[src/rtl/dac_sequencer_pkg.sv]
// Shared constants for the DAC waveform sequencer: data/address widths,
// frame limits and FSM state encoding.
package dac_sequencer_pkg;

   localparam int unsigned DACDATA          = 12;
   localparam int unsigned MEMSIZE          = 255;
   localparam int unsigned ADDR_W           = 8;
   localparam int unsigned CNT_W            = 8;
   localparam int unsigned FRAME_CYCLES_MIN = 14;

   localparam logic [2:0] ST_IDLE    = 3'd0;
   localparam logic [2:0] ST_FETCH   = 3'd1;
   localparam logic [2:0] ST_PRESENT = 3'd2;
   localparam logic [2:0] ST_STROBE  = 3'd3;
   localparam logic [2:0] ST_GAP     = 3'd4;

   // GAP down-counter load value: FETCH, PRESENT and STROBE use three clocks
   // of the frame, the counter runs from this value down to zero inclusive.
   function automatic logic [CNT_W-1:0] gap_load(input int unsigned frame_cycles);
      return CNT_W'(frame_cycles - 4);
   endfunction

endpackage

[src/rtl/dac_wave_ram.sv]
// Waveform RAM: 256x12 simple dual-port, synchronous write, registered read.
// A read and write of the same address in one cycle returns the old word.
module dac_wave_ram
   import dac_sequencer_pkg::*;
(
   input  logic               clk,
   input  logic               wr_en,
   input  logic [ADDR_W-1:0]  wr_addr,
   input  logic [DACDATA-1:0] wr_data,
   input  logic [ADDR_W-1:0]  rd_addr,
   output logic [DACDATA-1:0] rd_data
);

   logic [DACDATA-1:0] mem [0:MEMSIZE];

   // Write port
   always_ff @(posedge clk) begin
      if (wr_en) mem[wr_addr] <= wr_data;
   end

   // Registered read port (read-before-write on collision)
   always_ff @(posedge clk) begin
      rd_data <= mem[rd_addr];
   end

endmodule

[src/rtl/dac_sequencer.sv]
// DAC waveform sequencer: plays RAM addresses 0..len to a downstream
// serializer, one dac_en load strobe every FRAME_CYCLES clocks.
// Optional feature macro: DAC_SEQ_LOOP_EN adds loop_en for continuous replay.
module dac_sequencer
   import dac_sequencer_pkg::*;
#(
   parameter int unsigned FRAME_CYCLES = 16
)(
   input  logic               clk,
   input  logic               reset,
   input  logic               wr_en,
   input  logic [ADDR_W-1:0]  wr_addr,
   input  logic [DACDATA-1:0] wr_data,
   input  logic [ADDR_W-1:0]  len,
   input  logic               start,
   input  logic               abort,
`ifdef DAC_SEQ_LOOP_EN
   input  logic               loop_en,
`endif
   output logic [DACDATA-1:0] dac_data,
   output logic               dac_en,
   output logic               busy,
   output logic               done,
   output logic [ADDR_W-1:0]  sample_idx
);

   logic [2:0]         state;
   logic [2:0]         state_d;
   logic [CNT_W-1:0]   cnt;
   logic [ADDR_W-1:0]  len_q;
   logic [DACDATA-1:0] ram_q;
   logic               idx_last;

   dac_wave_ram u_ram (
      .clk     (clk),
      .wr_en   (wr_en),
      .wr_addr (wr_addr),
      .wr_data (wr_data),
      .rd_addr (sample_idx),
      .rd_data (ram_q)
   );

   // State register
   always_ff @(posedge clk) begin
      if (reset) state <= ST_IDLE;
      else       state <= state_d;
   end

   // Next-state logic; abort overrides every transition including start
   always_comb begin
      state_d  = state;
      idx_last = (sample_idx == len_q);
      case (state)
         ST_IDLE:    if (start) state_d = ST_FETCH;
         ST_FETCH:   state_d = ST_PRESENT;
         ST_PRESENT: state_d = ST_STROBE;
         ST_STROBE:  state_d = ST_GAP;
         ST_GAP: begin
            if (cnt == '0) begin
               if (idx_last) begin
`ifdef DAC_SEQ_LOOP_EN
                  state_d = loop_en ? ST_FETCH : ST_IDLE;
`else
                  state_d = ST_IDLE;
`endif
               end else begin
                  state_d = ST_FETCH;
               end
            end
         end
         default:    state_d = ST_IDLE;
      endcase
      if (abort) state_d = ST_IDLE;
   end

   // Registered outputs, gap counter and latched length
   always_ff @(posedge clk) begin
      if (reset) begin
         dac_data   <= '0;
         dac_en     <= 1'b0;
         busy       <= 1'b0;
         done       <= 1'b0;
         sample_idx <= '0;
         cnt        <= '0;
         len_q      <= '0;
      end else begin
         busy   <= (state_d != ST_IDLE);
         dac_en <= (state == ST_PRESENT) && (state_d == ST_STROBE);
         // done is registered one clock early so it shows on the GAP expiry cycle
         done   <= (state == ST_GAP) && (cnt == CNT_W'(1)) && idx_last && !abort;

         if ((state == ST_PRESENT) && (state_d == ST_STROBE)) dac_data <= ram_q;

         if (state_d == ST_GAP) begin
            if (state == ST_STROBE) cnt <= gap_load(FRAME_CYCLES);
            else                    cnt <= cnt - CNT_W'(1);
         end else begin
            cnt <= '0;
         end

         if ((state == ST_IDLE) && (state_d == ST_FETCH)) begin
            len_q      <= len;
            sample_idx <= '0;
         end else if ((state == ST_GAP) && (state_d == ST_FETCH)) begin
            sample_idx <= idx_last ? '0 : sample_idx + ADDR_W'(1);
         end
      end
   end

endmodule

[config.mk]
export PLATFORM = sky130hd
export DESIGN_NAME = dac_sequencer
export DESIGN_NICKNAME = d
export VERILOG_FILES = /design/src/rtl/dac_sequencer_pkg.sv /design/src/rtl/dac_wave_ram.sv /design/src/rtl/dac_sequencer.sv
export SDC_FILE = /design/constraint.sdc
export NUM_CORES = 2
export LEC_CHECK = 0
export CAP_MARGIN = 40
export CORE_MARGIN = 2
export CORE_UTILIZATION = 60
export CTS_BUF_LIST = sky130_fd_sc_hd__clkbuf_2 sky130_fd_sc_hd__clkbuf_4 sky130_fd_sc_hd__clkbuf_8
export DETAILED_ROUTE_END_ITERATION = 10
export PLACE_DENSITY_LB_ADDON = 0.25
export SYNTH_ARGS = -nofsm -noshare
export SYNTH_HDL_FRONTEND = slang
export SYNTH_SLANG_ARGS = --single-unit
[constraint.sdc]
create_clock -name clk -period 4.9 [get_ports clk]
set_input_delay 0.735 -clock clk [delete_from_list [all_inputs] [get_ports clk]]
set_output_delay 0.735 -clock clk [all_outputs]
set_load 0.005 [all_outputs]
# == Word-level counts from Yosys, hierarchy flattened ==
# Memories as Yosys holds them, arrays and structs flattened. A register that Yosys moved wholly into a read port is not among the register bits.
# Index checks and enable logic that the tools add are counted.
# W data, S select, Z words.
# word_totals
reg_bits,42
memories,1
output_inout_bits,23
ramBits,3072
elab_cells,44
# memory_table
memory,depth,word_bits,read_ports,rd_clocked_by_memory_dff,write_ports,line,rtl
u_ram.mem,256,12,1,1,1,dac_wave_ram.sv:14,logic [DACDATA-1:0] mem [0:MEMSIZE];
# op_classes
muxes,9
n_bitwise,1
eq_ne,9
n_reduce_logical,13
addsub,2
# op_table
op,count
$pmux W3 S5,1
$eq A3 B2 Y1 const B,3
$mux W3,3
$add A8 B1 Y8 const B,1
$eq A8 B1 Y1 const B,1
$eq A8 B8 Y1,1
$logic_not A8 Y1,1
$mux W8,1
$sub A8 B1 Y8 const B,1
$eq A3 B1 Y1 const B,2
$eq A3 B3 Y1 const B,2
$logic_and A1 B1 Y1,6
$mux W4,1
$reduce_or A2 Y1,2
$logic_not A3 Y1,1
$mux W1,3
$reduce_bool A3 Y1,1
$reduce_or A3 Y1,1
$logic_not A1 Y1,1
$not A1 Y1,1

# == Logic depth before layout (Yosys ltp) ==
# logic_depth
depth_word,8
mapped_depth,13
depth_no_buf,8

# == Hierarchy ==
# Synthesis repeated with hierarchy kept, for this count alone.
# unflattened
cells_unflattened,5709
hier_area_um2,120470.5
# by_module_without_submodules
mod,cells_each,instances,area_each_um2,seq_area_each_um2
dac_wave_ram,5506,1,118632.5,92488.7
dac_sequencer,203,1,1838.0,840.8

# == Worst setup path before layout ==
# No wires, ideal clock.
# synth_path
path_type,input-to-reg
startpoint,in wr_addr[3]
endpoint,"mem u_ram.mem[235][0], enable pin"
arrival_ps,2346
path_stages,6
slack_ps,2174
setup_time_ps,380
cell_sequence,clkbuf_1 -> nor2b_1 -> clkbuf_1 -> nand4_1 -> clkbuf_1 -> nor2_1
# synth_lines
element,line,rtl
start: declaration,dac_sequencer.sv:12,"input logic [ADDR_W-1:0] wr_addr,"
end: declaration,dac_wave_ram.sv:14,
# Straight into the memory's write port.

# == Worst setup path after layout ==
# layout_path
startpoint,reg sample_idx[2]
endpoint,out sample_idx[2]
# layout_lines
element,line,rtl
start: declaration,dac_sequencer.sv:24,output logic [ADDR_W-1:0] sample_idx
start signal: assignment,dac_sequencer.sv:105,sample_idx <= idx_last ? '0 : sample_idx + ADDR_W'(1);
# No word-level cell between the ends.

==> impl_results.md <==
* Outcome: completed
* Final net count at 6422
* Most frequent cell after synthesis: edfxtp_1
* Die area at 205000 sq um
* Async S/R FF share, synth at 0
* Routed Antenna Nets at 0
* Initial antenna violation count at 22
* Synth Cell Area at 121000 sq um
* Synth-to-Final Area Change at 13.2%
* Dominant cell type by area after synthesis: edfxtp_1
* Syn Area/Cell at 21.3 sq um
* Starting DRT DRC Count at 10.4k
* Post-synth top cells: edfxtp_1 (3072), mux4_2 (681), nor2_1 (317), mux2i_1 (282), nand2_1 (149)
* Core region area at 200000 sq um
* Top cells by area, synth: edfxtp_1 (76%), mux4_2 (13%), mux2i_1 (2.3%)
* # DRC at 0
* Slew @ Worst Pin at 1020 ps
* RD Place Congestion at 0.948
* CTS tree: yes
* Met3 WL at 45.9 mm
* Seq/Total Area, Yosys at 0.773
* Arr. time, crit path at 3300 ps
* CP Class: reg -> out
* Sequential share of power at 0.570
* Setup ws final at 861 ps
* Vias in the first global route at 63.3k
* Max Buffers Root-to-Sink at 4
* Setup TNS at 0 ps
* # setup viols final at 0
* Input/output buffers at 55
* Clk_lat worst skew at 1140 ps
* Routed wl met2 at 151 mm
* Routed len/inst at 35.1 um
* Clock buffer count from CTS at 486
* Fin crit share at 0.824
* Global Route Usage Sum at 0.326
* Peak Freq at 248 MHz
* Final Hold Vio Count at 0
* Post-Syn Instances at 5684
* Rel. slew slack at 0.317
* Setup WS pre-CTS at 1040 ps
* Crit end category: output port
* Core Rows at 164
* Switching Share at 0.204
* Pleak at 0.0425 uW
* Initial DRT Pass Iterations at 7
* Library cells used by synthesis at 84
* Clock power frac at 0.416
* Synth top area share at 0.764
* Ports at 56
* Clock sink count at 3126
* Die height at 453 um
* Via Count at 64.5k
* Synth warn at 0
* Post-Syn Nets at 5720
* Max VDD drop at 0.281 mV
* Cell Int Power at 41100 uW
* CTS H-tree lvls at 5
* Die extent in x at 453 um
* Final Skew at 106 ps
* EDFF count, synth at 3072
* Wl on met1 at 119 mm
* Crit path time final at 4040 ps
* Vias per cell at 6.84
* Clk slew on worst S/H paths at 60 ps
* Top routing layer in use: met5
* CTS Root Cell: clkbuf_8
* CP required at 4160 ps
* Initial core utilization at 0.604
* Min-Delay Path Class: in -> reg
* Max Slew Vio Count at 0
* # Post-CTS Setup Buffers at 0
* #FFs+latches synth at 3126
* Ys flop type: edfxtp_1
* Max-cap violations at 0
* Largest net degree at the start of global routing at 126
* Total grt overflow at 0
* Dpl hpwl at 202 mm
* Critical Path Source Type: flip-flop
* Share of cells above drive strength 1 at 0.293
* RSZ-0062 raised after global routing: no
* Post-CTS resize count at 0
* Power per cell area at 378 nW/um^2
* Global-route wire length before repair at 466 mm
* Comb power frac at 0.014
* Routed Wire Length at 331 mm
* CP Max Fanout at 40
* Sw power at 10500 uW
-- worst max-delay path, stage by stage (launching register included) --
cell and delay (ps):
dfxtp_4 680, buf_12 400, buf_4 480, clkdlybuf4s50_1 600
-- sequential cells by signal, indices dropped and copies added (netlist names) --
register and cells:
state 3, cnt 8, dac_en 1, sample_idx 8, u_ram.rd_data 12, dac_data 12, done 1, busy 1
u_ram.mem 3072, len_q 8
-- kinds of logic (layout without fill, tap and decap cells) --
kind of cell,after synthesis,in the layout,synth area share
AO/OA/AOI/OAI,564,564,0.0333
XOR/XNOR,16,16,0.00116
adder cells (fa/ha/maj),3,3,0.000311
buffers and inverters,355,1434,0.0171
flip-flops,3126,3126,0.773
multiplexers,983,983,0.152
other,0,14,0
AND/OR/NAND/NOR,637,637,0.0232
-- stage by stage --
stage	instance area [sq um]	total power (uW)	instances	util	hold WS [ps]
after CTS	137000	51800	9413	0.684	149
after floorplan	121000	30100	5684	-	417
after detailed placement	127000	30700	8547	0.636	454
final	137000	51700	9433	0.684	198
after global placement	127000	30700	8515	0.635	445
after global routing	137000	53100	9423	0.684	206
-- cell type report --
| type | count | area [sq um] |
|---|---|---|
| antenna | 14 | 35.0 |
| clock buffer | 637 | 7950 |
| clock inverter | 228 | 1540 |
| fill | 12200 | 63100 |
| inverter | 10 | 45.0 |
| multi-input combinational | 2203 | 25500 |
| sequential | 3126 | 93400 |
| tap | 2656 | 3320 |
| timing repair buffer | 559 | 5050 |
-- timing repair --
item / CTS / global route
endpoints found under the setup margin: 0 / 0
hold buffers: 1 / 1
hold endpoints to repair: 9 / 8
-- layout by cell type (no fill, tap or decap), types with 27 or more instances in the layout --
master	count
edfxtp_1	3072
mux4_2	681
clkbuf_8	518
buf_4	431
nor2_1	315
mux2i_1	282
nand2_1	149
clkinv_1	132
clkbuf_4	131
a21oi_1	127
a22oi_1	77
clkinv_2	64
a221oi_1	58
o21ai_0	57
o221ai_1	51
nand3_1	50
dfxtp_1	46
clkdlybuf4s50_1	43
buf_12	42
a211oi_1	27
-- final timing paths --
kind / startpoint / end / slack [ps] / cells past startpoint
max: sample_idx[2]$_SDFFE_PP0P_ / sample_idx[2] / 860 / 3
min reg2reg: dac_data[5]$_SDFFE_PP0P_ / dac_data[5]$_SDFFE_PP0P_ / 470 / 2
min: wr_data[10] / u_ram.mem[69][10]$_DFFE_PP_ / 200 / 1
max reg2reg: sample_idx[0]$_SDFFE_PP0P_ / u_ram.rd_data[3]$_DFF_P_ / 970 / 9
-- routing by layer --
| metal | vias to the layer above | track usage |
|---|---|---|
| met1 | 33400 | 0.459 |
| met3 | 814 | 0.0970 |
| met4 | 14 | 0.144 |
| met2 | 5022 | 0.480 |
| met5 | - | 0 |
| li1 | 25300 | - |
-- power by group through the flow --
stage / registers, uW / logic [uW] / clock network (uW)
global route: 29400 / 773 / 22900
CTS: 29400 / 725 / 21700
global placement: 30000 / 682 / 0
finish: 29400 / 736 / 21500
floorplan: 30000 / 107 / 0
detailed placement: 30000 / 726 / 0
Note: power is estimated with default switching activity, not from simulation.
